<file path="config.mk">
export PLATFORM = sky130hd
export DESIGN_NAME = dds_sine_core
export DESIGN_NICKNAME = d
export VERILOG_FILES = /design/src/rtl/dds_sine_core.sv
export SDC_FILE = /design/constraint.sdc
export NUM_CORES = 1
export LEC_CHECK = 0
export ABC_AREA = 1
export CORE_UTILIZATION = 25
export CTS_CLUSTER_DIAMETER = 120
export DETAILED_ROUTE_END_ITERATION = 10
export DONT_BUFFER_PORTS = 1
export GPL_ROUTABILITY_DRIVEN = 0
export HOLD_SLACK_MARGIN = 0.02
export PLACE_DENSITY = 0.4
export SETUP_SLACK_MARGIN = 0.02
export SYNTH_ARGS = -nofsm -noshare
export SYNTH_HDL_FRONTEND = slang
export SYNTH_SLANG_ARGS = --single-unit
</file>
<file path="constraint.sdc">
create_clock -name clk -period 3 [get_ports clk]
set_clock_uncertainty 0.2 [all_clocks]
set_input_delay 0.3 -clock clk [delete_from_list [all_inputs] [get_ports clk]]
set_output_delay 0.3 -clock clk [all_outputs]
set_load 0.005 [all_outputs]
</file>
<file path="src/rtl/dds_sine_core.sv">
// Direct digital synthesis sine generator: phase accumulator, quarter-wave ROM
// with fold/negate symmetry, 3-stage enable-gated pipeline with valid tracking.
module dds_sine_core #(
  parameter int PHASE_W = 24,
  parameter int ADDR_W  = 8,
  parameter int OUT_W   = 8
) (
  input  logic               clk,
  input  logic               rst_n,
  input  logic               en,
  input  logic               sync_clr,
  input  logic [PHASE_W-1:0] fcw,
  input  logic               fcw_load,
  input  logic [ADDR_W-1:0]  phase_off,
  output logic [OUT_W-1:0]   sample,
  output logic               sample_valid
);

  localparam int Q   = 2 ** (ADDR_W - 2);
  localparam int AMP = 2 ** (OUT_W - 1) - 1;

  // Quarter-wave entry sampled at bin centres (k+0.5) so that the fold by bit
  // inversion is exactly symmetric; sine evaluated by Taylor series, x <= pi/2.
  function automatic int rom_value(input int k);
    real pi;
    real x;
    real term;
    real s;
    pi   = 3.14159265358979323846;
    x    = 2.0 * pi * (real'(k) + 0.5) / real'(2 ** ADDR_W);
    term = x;
    s    = x;
    for (int n = 1; n < 12; n++) begin
      term = -term * x * x / real'((2 * n) * (2 * n + 1));
      s    = s + term;
    end
    return $rtoi(real'(AMP) * s + 0.5);
  endfunction

  logic [OUT_W-2:0] rom [Q];

  for (genvar i = 0; i < Q; i++) begin : g_rom
    localparam int V = rom_value(i);
    assign rom[i] = (OUT_W-1)'(V);
  end

  logic [PHASE_W-1:0] fcw_reg;
  logic [PHASE_W-1:0] acc;
  logic [ADDR_W-1:0]  addr;
  logic [ADDR_W-3:0]  fold_idx;

  // Address uses the pre-increment accumulator.
  assign addr     = acc[PHASE_W-1 -: ADDR_W] + phase_off;
  assign fold_idx = addr[ADDR_W-2] ? ~addr[ADDR_W-3:0] : addr[ADDR_W-3:0];

  logic [ADDR_W-3:0] s1_idx;
  logic              s1_neg;
  logic [OUT_W-2:0]  s2_mag;
  logic              s2_neg;
  logic [2:0]        vld_sr;

  always_ff @(posedge clk or negedge rst_n) begin
    if (!rst_n) begin
      fcw_reg <= '0;
    end else if (fcw_load) begin
      fcw_reg <= fcw;
    end
  end

  // sync_clr wins over en; the whole datapath holds while en is low.
  always_ff @(posedge clk or negedge rst_n) begin
    if (!rst_n) begin
      acc    <= '0;
      s1_idx <= '0;
      s1_neg <= 1'b0;
      s2_mag <= '0;
      s2_neg <= 1'b0;
      sample <= '0;
      vld_sr <= '0;
    end else if (sync_clr) begin
      acc    <= '0;
      s1_idx <= '0;
      s1_neg <= 1'b0;
      s2_mag <= '0;
      s2_neg <= 1'b0;
      sample <= '0;
      vld_sr <= '0;
    end else if (en) begin
      acc    <= acc + fcw_reg;
      s1_idx <= fold_idx;
      s1_neg <= addr[ADDR_W-1];
      s2_mag <= rom[s1_idx];
      s2_neg <= s1_neg;
      sample <= s2_neg ? -{1'b0, s2_mag} : {1'b0, s2_mag};
      vld_sr <= {vld_sr[1:0], 1'b1};
    end
  end

  assign sample_valid = vld_sr[2];

endmodule

</file>
# ---- Word-level counts from Yosys, hierarchy flattened
# Memory sizes are Yosys's and may differ from the RTL's.
# Cells that the tools add are included.
dict set report classes {
  addsub 3
  n_lt_le_gt_ge 1
  mux 18
  n_bitwise 2
  n_reduce_logical 1
}
# cell n
set ops {}
lappend ops {{$mux W24} 2}
lappend ops {{$mux W7} 4}
lappend ops {{$add A24 B24 Y24} 1}
lappend ops {{$mux W8} 3}
lappend ops {{$mux W6} 3}
lappend ops {{$add A8 B8 Y8} 1}
lappend ops {{$neg A7 Y8} 1}
lappend ops {{$ge A7 B7 Y1 const B} 1}
lappend ops {{$not A6 Y7} 1}
lappend ops {{$mux W3} 2}
lappend ops {{$not A6 Y6} 1}
lappend ops {{$mux W1} 4}
lappend ops {{$reduce_bool A2 Y1} 1}
dict set report word_totals {
  reg_bits 74
  romBits 448
  input_bits 37
  out_inout_bits 9
  wordCells 34
  mem_count 1
}
# name words word_bits rd rd_ports_with_merged_regs write_ports line_no
set memory_table {}
lappend memory_table {{(no name shown)} 64 7 1 0 0 92} ;# s2_mag <= rom[s1_idx];

# ---- Longest topological paths before layout
# Gate-level depths: netlist (run 1).
dict set report depth {
  ltp_word 6
  depth_mapped 12
  depth_no_buf 12
}

# ---- Worst setup path before layout (run 1)
# OpenSTA, ideal clock, no wires.
dict set report synth_timing {
  path_type {reg2reg}
  startpoint {reg fcw_reg[0]}
  endpoint {reg acc[4]}
  arrival_ns 1.753
  path_slack_ns 0.926
  path_stages_with_launch 7
  synth_period_minus_slack_ns 2.074
  path_cell_list {dfrtp_1 > ha_1 > fa_1 > nand3_1 > nand3_1 > or2_2 > a32o_1}
}
dict set report synth_between {
  elab_chain_cells 3
}
# item line_no
set synth_lines {}
lappend synth_lines {{start: declaration} 47} ;# logic [PHASE_W-1:0] fcw_reg;
lappend synth_lines {{start signal: assignment} 66} ;# fcw_reg <= fcw;
lappend synth_lines {{$add A24 B24 Y24} 89} ;# acc <= acc + fcw_reg;
lappend synth_lines {{$mux W24} 88} ;# end else if (en) begin
lappend synth_lines {{$mux W24} 80} ;# end else if (sync_clr) begin
lappend synth_lines {{end signal: assignment} 89}
lappend synth_lines {{end: declaration} 48} ;# logic [PHASE_W-1:0] acc;
# Every way passes these cells. The select of a mux whose other input is x is not followed.
# A chain may end at the register's enable or synchronous reset.

# ---- Final worst setup path (run 1)
# Ends and elaborated chain as after synthesis.

==> reports/qor.yml, run 1 <==
post-dp-hpwl_mm: 11.3
ys_ff_latch: 74
max_slew_margin_pct: 66.0
cts_tree: "yes"
place_area_sq_um: 5760
synth-compound-area-share_pct: 9.64
fmax_ghz: 0.443
via_per_inst: 4.43
port_buffers: 0
critPathCaptureType: "flip-flop"
hp-class: "in2reg"
report.power.total_w: 0.00385
cts.clk_slew.worst_paths_ns: 0.06
avgRoutedWirePerCell_um: 13.8
num_io_pins: 46
worstReg2RegStart: "fcw_reg[0]"
drc: 0
netSwitchingPower_w: 0.00149
cts_root_buffer: "clkbuf_16"
final_layout_size_suffix_gt1_share_pct: 8.94
whs_endpoint: "s1_neg"
mostFrequentLayoutCell: "nand2_1"
area_delta_synth_final_pct: 20.9
ir_worst_vdd_mv: 0.245
ys_warn_count: 0
rr_endpoint: "acc[4]"
dr.pass1.iters: 4
fin_crit_ns: 2.26
grt_max_degree: 75
p_leak_nw: 3.45
startpoint_type: "flip-flop"
post_cts_buffers: 0
holdWs_ns: 0.0485
status: "finished clean"
grt_overflow: 0
swShare_pct: 38.6
grt_use_total_pct: 14.6
synthSimpleGateAreaFrac_pct: 31.5
seq_area_frac_synth_pct: 33.9
ys_types: 40
final_cell_mix: "nand2_1, inv_1, dfrtp_1"
cts_sinks: 74
intPower_w: 0.00236
arrival_ns: 2.29
p_per_area_nw_per_um2: 583
antenna_found_initial: 0
final_hold_viol_count: 0
rows: 53
final_util_pct: 31.1
synth_top_family_by_area: "simple AND/OR/NAND/NOR gates"
core_region_area_sq_um: 21200
wl_mm: 15.2
cts_made_buffers: 9
p_clk_share_pct: 29.6
stdcell_area_sq_um: 6610
synth_fa_ha_area_share_pct: 9.89
cts.path.max_buffers: 2
die_x_um: 150
ff2ff_path_depth: 6
die_area_sq_um: 22500
grt_pass1_vias: 4894
drtIter0Drc: 201
final-max-slew-violation-count: 0
regToRegSetupSlack_ns: 0.74
ant_nets: 0
synth-xor-area-share_pct: 0.801
drv_cap: 0
via_count: 4887
cp_max_fo: 5
fin_crit_sh_pct: 75.2
n_antenna_cell: 0
cts_max_level: 3
rsz0062_at_grt: "no"
worstSetupPathType: "reg2reg"
muxShareOfSynthArea_pct: 4.94
synth_nets: 853
start_util_pct: 25.8
grt_pass1_wl_mm: 25.4
nets: 902
clock_latency_ns: 0.35
combPwrFrac_pct: 37.4
seqPwrFrac_pct: 33.1
worst_slew_pin_slew_ns: 0.510
whs_path_depth: 4
min-delay-start: "phase_off[7]"
die_y_um: 150
synth.cell_area_sq_um: 5470
setup_tns_ns: 0
crit_required_ns: 3.04
netlist_instances: 774
setup_viol: 0
avgSynthCellArea_sq_um: 7.06
-- cells in the mapped netlist --
library cell / instances / area [sq um]
o21a_1: 1 / 7.51
o21ai_0: 30 / 150
o211ai_1: 1 / 7.51
xnor2_1: 1 / 8.76
nand3b_1: 1 / 7.51
ha_1: 40 / 500
xor2_1: 4 / 35.0
mux2_2: 24 / 270
nand3b_4: 2 / 40.0
or2_2: 3 / 18.8
o31ai_1: 2 / 15.0
a32o_1: 4 / 40.0
a221oi_1: 1 / 8.76
nand3_1: 50 / 250
a31oi_1: 2 / 12.5
a21oi_1: 33 / 165
nor2_2: 7 / 43.8
o21ai_1: 5 / 25.0
o22ai_1: 6 / 37.5
nor2_1: 39 / 146
nor2_4: 2 / 22.5
o2111ai_1: 1 / 8.76
nand2_1: 268 / 1010
a22oi_1: 2 / 15.0
buf_1: 1 / 3.75
fa_1: 2 / 40.0
and2_1: 1 / 6.26
dfrtp_1: 74 / 1850
clkbuf_2: 1 / 5.00
inv_2: 5 / 18.8
nand2_2: 11 / 68.8
clkbuf_1: 7 / 26.3
o21bai_1: 1 / 7.51
buf_2: 7 / 35.0
or2_1: 1 / 6.26
a22o_1: 2 / 17.5
a21oi_2: 1 / 8.76
nand4_1: 11 / 68.8
inv_1: 113 / 424
nor3_1: 7 / 35.0
-- stage by stage --
| stage | cells | setup WS [ns] |
|---|---|---|
| 3_3_place_gp | 1035 | 0.745 |
| 6_report | 1103 | 0.744 |
| 5_1_grt | 1103 | 0.515 |
| 3_5_place_dp | 1035 | 0.716 |
| 4_1_cts | 1103 | 0.710 |
| 2_1_floorplan | 774 | 0.926 |
-- routing by layer --
layer	global-route usage (%)	wire length, um
met1	19.2	7460
met4	4.09	150
met5	0	0
met3	2.65	488
met2	24.5	7100
-- critical path, stage by stage (launching register included) --
cell and delay (ns):
dfrtp_1 0.37, ha_1 0.26, fa_1 0.48, nand3_1 0.11
nand3_1 0.19, or2_2 0.33, a32o_1 0.21
-- cell type report --
class	count	area [sq um]
clock buffers	12	256
fillers	2291	14600
multi-input cells	566	3110
flip-flops and latches	74	1850
well taps	275	344
inverters	118	443
repair buffers	54	553
clock inverters	4	50.0
-- power groups by stage --
stage	clock network, W	logic (W)	registers, W
detailed placement	0	0.00134	0.00129
global route	0.00123	0.00167	0.00130
floorplan	0	0.00109	0.00122
CTS	0.00118	0.00145	0.00128
finish	0.00114	0.00144	0.00127
global placement	0	0.00135	0.00130
-- worst max path at each step --
stage	endpoint	cells past startpoint	startpoint	slack, ns
after global routing	acc[12]	11	fcw_reg[0]	0.51
final	acc[4]	6	fcw_reg[0]	0.74
after floorplan	acc[4]	6	fcw_reg[0]	0.93
after detailed placement	acc[4]	6	fcw_reg[0]	0.72
after CTS	acc[4]	6	fcw_reg[0]	0.71
after global placement	acc[4]	6	fcw_reg[0]	0.75
-- kinds of logic (layout without fill, tap and decap cells) --
| family | after synthesis | after routing |
|---|---|---|
| adders and majority gates | 42 | 42 |
| xor gates and xnor gates | 5 | 5 |
| muxes | 24 | 24 |
| DFF | 74 | 74 |
| buffers and inverters | 134 | 188 |
| and+or+nand+nor | 403 | 403 |
| AOI/OAI and AO/OA | 92 | 92 |
-- timing repair --
| action | in CTS | in global routing |
|---|---|---|
| hold endpoints to repair | 103 | 0 |
| gates resized for setup | 0 | 0 |
| hold buffers | 52 | 0 |
Note: power is estimated with default switching activity, not from simulation.
==> inputs of run 2 (changes only) <==
--- a/config.mk
+++ b/config.mk
@@ -12,7 +12,7 @@
 export DONT_BUFFER_PORTS = 1
 export GPL_ROUTABILITY_DRIVEN = 0
 export HOLD_SLACK_MARGIN = 0.02
-export PLACE_DENSITY = 0.4
+export PLACE_DENSITY = 0.42
 export SETUP_SLACK_MARGIN = 0.02
 export SYNTH_ARGS = -nofsm -noshare
 export SYNTH_HDL_FRONTEND = slang
==> constraint.sdc (replaced) <==
create_clock -name clk -period 2 [get_ports clk]
set_clock_uncertainty 0.2 [all_clocks]
set_input_delay 0.2 -clock clk [delete_from_list [all_inputs] [get_ports clk]]
set_output_delay 0.2 -clock clk [all_outputs]
set_load 0.005 [all_outputs]
==> run 2 against run 1 <==
The flow now finishes with violations (hold timing). Design area up 12%. Power grew 63%. Worst hold slack got worse by 0.70 ns. Routed wire length rose by 2.0%. Sequential power grew 51%. Sequential share of layout area decreased by 3.1 points. Cell count grew 3.3%. Via count is 4.5% higher. Combinational power grew 88%. Maximum frequency increased by 14%.
==> reports/qor.yml, run 2 (synthesis gave the netlist of run 1 again) <==
status: "finished with violations"
violations: "hold timing"
p_leak_nw: 3.74  # +8.5%
rsz0062_at_grt: "yes"
final_cell_mix: "nand2_1, inv_1, dfrtp_1"
die_y_um: 150  # unchanged
cts_made_buffers: 9  # unchanged
ir_worst_vdd_mv: 0.404  # +65%
crit_required_ns: 2.04  # -1.00 ns
hp-class: "in2async"
cts.clk_slew.worst_paths_ns: 0.06  # about the same
place_area_sq_um: 6020  # +4.4%
fin_crit_sh_pct: 99.0  # +24 points
via_count: 5108  # +4.5%
cts.path.max_buffers: 2  # unchanged
holdWs_ns: -0.652  # -0.700 ns
max_slew_margin_pct: 65.2  # -0.87 points
fmax_ghz: 0.505  # +14%
report.power.total_w: 0.00627  # +63%
fin_crit_ns: 1.98  # -0.276 ns
fillCellCount: 2303  # +0.52%
startpoint_type: "flip-flop"
die_area_sq_um: 22500  # unchanged
grt_pass1_wl_mm: 25.3  # -0.30%
cts_max_level: 3  # unchanged
start_util_pct: 25.8  # unchanged
worst_slew_pin_slew_ns: 0.523  # +0.0130 ns
grt_overflow: 0  # unchanged
setup_viol: 0  # unchanged
antenna_found_initial: 0  # unchanged
num_io_pins: 46  # unchanged
avgRoutedWirePerCell_um: 13.6  # -1.2%
ctsHoldBuffers: 53  # +1.9%
final_hold_viol_count: 74  # +74
mostFrequentLayoutCell: "nand2_1"
drtIter0Drc: 139  # -31%
detailedPlace.worstSlack_ns: -0.0902  # -0.806 ns
grt_pass1_vias: 5069  # +3.6%
cts_tree: "yes"
arrival_ns: 2.02  # -0.27 ns
cp_max_fo: 6  # +1
via_per_inst: 4.48  # +1.2%
core_region_area_sq_um: 21200  # unchanged
clock_latency_ns: 0.35  # about the same
ant_nets: 0  # unchanged
grt_max_degree: 75  # unchanged
cts_root_buffer: "clkbuf_16"
grt_use_total_pct: 14.6  # about the same
drv_cap: 0  # unchanged
n_antenna_cell: 0  # unchanged
fin_ws_ns: 0.0197  # -0.724 ns
final-max-slew-violation-count: 0  # unchanged
drc: 0  # unchanged
nets: 939  # +4.1%
regToRegSetupSlack_ns: 0.02  # -0.72 ns
dr.pass1.iters: 4  # unchanged
cts_sinks: 74  # unchanged
rows: 53  # unchanged
final_layout_size_suffix_gt1_share_pct: 22.9  # +14 points
stdcell_area_sq_um: 7430  # +12%
port_buffers: 0  # unchanged
post-dp-hpwl_mm: 11.4  # +1.5%
critPathCaptureType: "flip-flop"
p_per_area_nw_per_um2: 843  # +45%
area_delta_synth_final_pct: 36.0
worstSetupPathType: "reg2reg"
wl_mm: 15.5  # +2.0%
die_x_um: 150  # unchanged
run 2: cell count changes in the layout (fill, tap and decap cells not counted), moves of 14 or more:
cell     change
nand2_2     +14
ha_4        +21
ha_1        -23
nand2_1     -22
buf_4       +32
nand3_1     -15
run 2: through the flow:
stage	TNS (ns)	cells	utilization, %
final	0	1139	35.0
after global routing	-1.24	1139	35.0
after CTS	-0.0596	1136	32.9
after detailed placement	-0.574	1066	28.3
after global placement	-0.588	1066	28.3
after floorplan	0	774	-
run 2: critical path, cell delays in order (launching register included):
cell	delay, ns
dfrtp_1	0.37
ha_2	0.19
inv_2	0.04
fa_2	0.36
inv_2	0.06
nand4_1	0.12
nand3_1	0.14
nand2_1	0.07
nand2_2	0.11
nand2_1	0.07
nand3_1	0.08
nand2_1	0.06
run 2: final timing paths:
kind | from | end | depth (start not counted)
min in group clk | sync_clr | acc[20] | 4
hold reg to reg | s1_neg | s1_neg | 2
max in group asynchronous | rst_n | acc[18] | 0
setup / recovery | acc[16] | s1_idx[2] | 11
setup reg to reg | acc[16] | s1_idx[2] | 11
hold / removal | rst_n | vld_sr[2] | 0
run 2: cell type report:
cell class	count	area [sq um]	area share, %
inverter	118	443	5.96
timing repair buffer	91	842	11.3
clock inverter	5	55.1	0.741
multi-input combinational	566	3660	49.2
tap	275	344	4.63
sequential	74	1850	24.9
clock buffer	10	239	3.21
run 2: where the power goes:
group | leakage (nW) | internal [W] | switching [W]
Sequential | 0.946 | 0.00170 | 0.000223
Combinational | 2.66 | 0.00121 | 0.00151
Clock | 0.140 | 0.000988 | 0.000651
run 2: timing repair:
item,4_1_cts,5_1_grt
setup endpoints to repair,17,30
setup buffers,2,3
gates resized for setup,21,98
endpoints found under the hold margin,109,74
gates cloned,0,0
pin swaps,10,41
run 2: routing by layer:
metal,global-route usage [%],vias to the layer above,wire length [um]
li1,-,2655,-
met1,19.3,2394,7640
met2,24.0,47,7320
met3,2.65,12,352
met4,4.95,0,198
met5,0,-,0
==> inputs of run 3 (changes only) <==
--- a/config.mk
+++ b/config.mk
@@ -12,7 +12,7 @@
 export DONT_BUFFER_PORTS = 1
 export GPL_ROUTABILITY_DRIVEN = 0
 export HOLD_SLACK_MARGIN = 0.02
-export PLACE_DENSITY = 0.42
+export PLACE_DENSITY = 0.4
 export SETUP_SLACK_MARGIN = 0.02
 export SYNTH_ARGS = -nofsm -noshare
 export SYNTH_HDL_FRONTEND = slang
==> constraint.sdc (replaced) <==
create_clock -name clk -period 2.35 [get_ports clk]
set_clock_uncertainty 0.2 [all_clocks]
set_input_delay 0.235 -clock clk [delete_from_list [all_inputs] [get_ports clk]]
set_output_delay 0.235 -clock clk [all_outputs]
set_load 0.005 [all_outputs]
==> run 3 against run 2 <==
The run now ends clean. Sequential share of layout area increased by 2.9 points. Combinational power decreased by 30%. Cell count decreased by 2.5%. Clock power decreased by 22%. Worst hold slack improved by 0.71 ns. Die area unchanged.
==> reports/qor.yml, run 3 (synthesis gave the netlist of run 1 again) <==
worstSetupPathType: "reg2reg"
rsz0062_at_grt: "yes"
grt_pass1_wl_mm: 25.4  # +0.38%
max_slew_margin_pct: 64.9  # -0.22 points
n_antenna_cell: 0  # unchanged
whs_path_depth: 4
startpoint_type: "flip-flop"
holdWs_ns: 0.0591  # +0.711 ns
place_area_sq_um: 5810  # -3.4%
cts_sinks: 74  # unchanged
mostFrequentLayoutCell: "nand2_1"
critPathCaptureType: "flip-flop"
cts_made_buffers: 9  # unchanged
grt_max_degree: 75  # unchanged
hp-class: "in2reg"
avgRoutedWirePerCell_um: 13.8  # +1.4%
port_buffers: 0  # unchanged
start_util_pct: 25.8  # unchanged
stdcell_area_sq_um: 6650  # -11%
cts.clk_slew.worst_paths_ns: 0.06  # about the same
num_io_pins: 46  # unchanged
grt_use_total_pct: 14.6  # about the same
die_y_um: 150  # unchanged
die_area_sq_um: 22500  # unchanged
nets: 911  # -3.0%
clock_latency_ns: 0.34  # about the same
crit_chain: "ha_1 > fa_1 > nand3_1 > nand3_1 > or2_2 > a32o_1"
highest_layer: "met4"
detailedPlace.worstSlack_ns: 0.173  # +0.263 ns
post-dp-hpwl_mm: 11.6  # +1.2%
fin_ws_ns: 0.178  # +0.158 ns
final_cell_mix: "nand2_1, inv_1, dfrtp_1"
worst_slew_pin_slew_ns: 0.526  # +0.00334 ns
worstReg2RegStart: "fcw_reg[0]"
drv_cap: 0  # unchanged
regToRegSetupSlack_ns: 0.18  # +0.16 ns
dpl.cell_count: 1040  # -2.4%
wl_met1_mm: 7.75  # +1.5%
whs_endpoint: "s1_idx[0]"
cts_root_buffer: "clkbuf_16"
via_count: 4912  # -3.8%
cp_max_fo: 4  # -2
cp_num_buf_inv: 0  # -2
cts_tree: "yes"
drtIter0Drc: 205  # +47%
grt_pass1_vias: 4857  # -4.2%
fin_crit_ns: 2.17  # +0.192 ns
path_delay_family: "adder cells"
layout.cells.non_filler: 1110  # -2.5%
core_region_area_sq_um: 21200  # unchanged
area_delta_synth_final_pct: 21.7
final_layout_size_suffix_gt1_share_pct: 9.58  # -13 points
ir_worst_vdd_mv: 0.296  # -27%
rows: 53  # unchanged
grt_overflow: 0  # unchanged
crit_required_ns: 2.38  # +0.34 ns
setup_tns_ns: 0  # unchanged
critPathMaxStageDelay_ns: 0.39  # +0.02 ns
arrival_ns: 2.20  # +0.18 ns
critical_path_depth: 6  # -5
cp_slowest_cell: "fa_1"
fin_crit_sh_pct: 92.4  # -6.6 points
drc: 0  # unchanged
p_leak_nw: 3.49  # -6.9%
die_x_um: 150  # unchanged
dr.pass1.iters: 4  # unchanged
ff2ff_path_depth: 6  # -5
setup_viol: 0  # unchanged
rr_endpoint: "acc[4]"
via_per_inst: 4.43  # -1.3%
p_per_area_nw_per_um2: 718  # -15%
path_common_cell: "nand3_1"
fmax_ghz: 0.460  # -8.8%
ant_nets: 0  # unchanged
wl_mm: 15.3  # -1.2%
wl_met2_mm: 6.95  # -5.1%
min-delay-start: "phase_off[0]"
status: "finished clean"
final_hold_viol_count: 0  # -100%
wl_met3_um: 473  # +34%
final-max-slew-violation-count: 0  # unchanged
cts.path.max_buffers: 2  # unchanged
cts_max_level: 3  # unchanged
antenna_found_initial: 0  # unchanged
run 3: routing by layer:
| metal | track usage (%) | up-vias |
|---|---|---|
| met5 | 0 | - |
| met4 | 3.33 | 0 |
| met2 | 23.7 | 56 |
| li1 | - | 2597 |
| met3 | 2.62 | 11 |
| met1 | 20.1 | 2248 |
run 3: report_power, final:
group	switching, W	internal (W)	total, W	leakage [nW]
logic	0.00117	0.000729	0.00190	2.41
clock network	0.000547	0.000729	0.00128	0.127
registers	0.000157	0.00144	0.00160	0.949
total	0.00187	0.00290	0.00477	3.49
run 3: cell type report:
class                   instances  area (sq um)
fillers                      2339         14600
repair buffers                 63           638
well taps                     275           344
inverters                     118           443
clock inverters                 3          17.5
clock buffers                  11           243
multi-input cells             566          3110
flip-flops and latches         74          1850
run 3: worst max path at each step:
| stage | from | end |
|---|---|---|
| finish | fcw_reg[0] | acc[4] |
| global route | fcw_reg[0] | acc[14] |
| floorplan | fcw_reg[0] | acc[4] |
| detailed placement | fcw_reg[0] | acc[16] |
| global placement | fcw_reg[0] | acc[4] |
| CTS | acc[16] | s1_idx[1] |
run 3: worst register-to-register path, delay by kind of cell, from the launching register on:
| kind | cells | cell delay [ns] |
|---|---|---|
| AO/OA/AOI/OAI | 1 | 0.21 |
| adder cells (fa/ha/maj) | 2 | 0.65 |
| flip-flops | 1 | 0.38 |
| AND/OR/NAND/NOR | 3 | 0.62 |
run 3: timing repair:
| action | 4_1_cts | 5_1_grt |
|---|---|---|
| buffers inserted | 0 | 2 |
| gates resized for setup | 0 | 1 |
| hold endpoints to repair | 112 | 0 |
| endpoints found under the setup margin | 0 | 2 |
| hold buffers | 54 | 0 |
run 3: per-stage QoR:
step / power, W / utilization [%]
final: 0.00477 / 31.3
after global placement: 0.00340 / 27.4
after CTS: 0.00484 / 31.3
after floorplan: 0.00294 / -
after detailed placement: 0.00339 / 27.4
after global routing: 0.00520 / 31.3
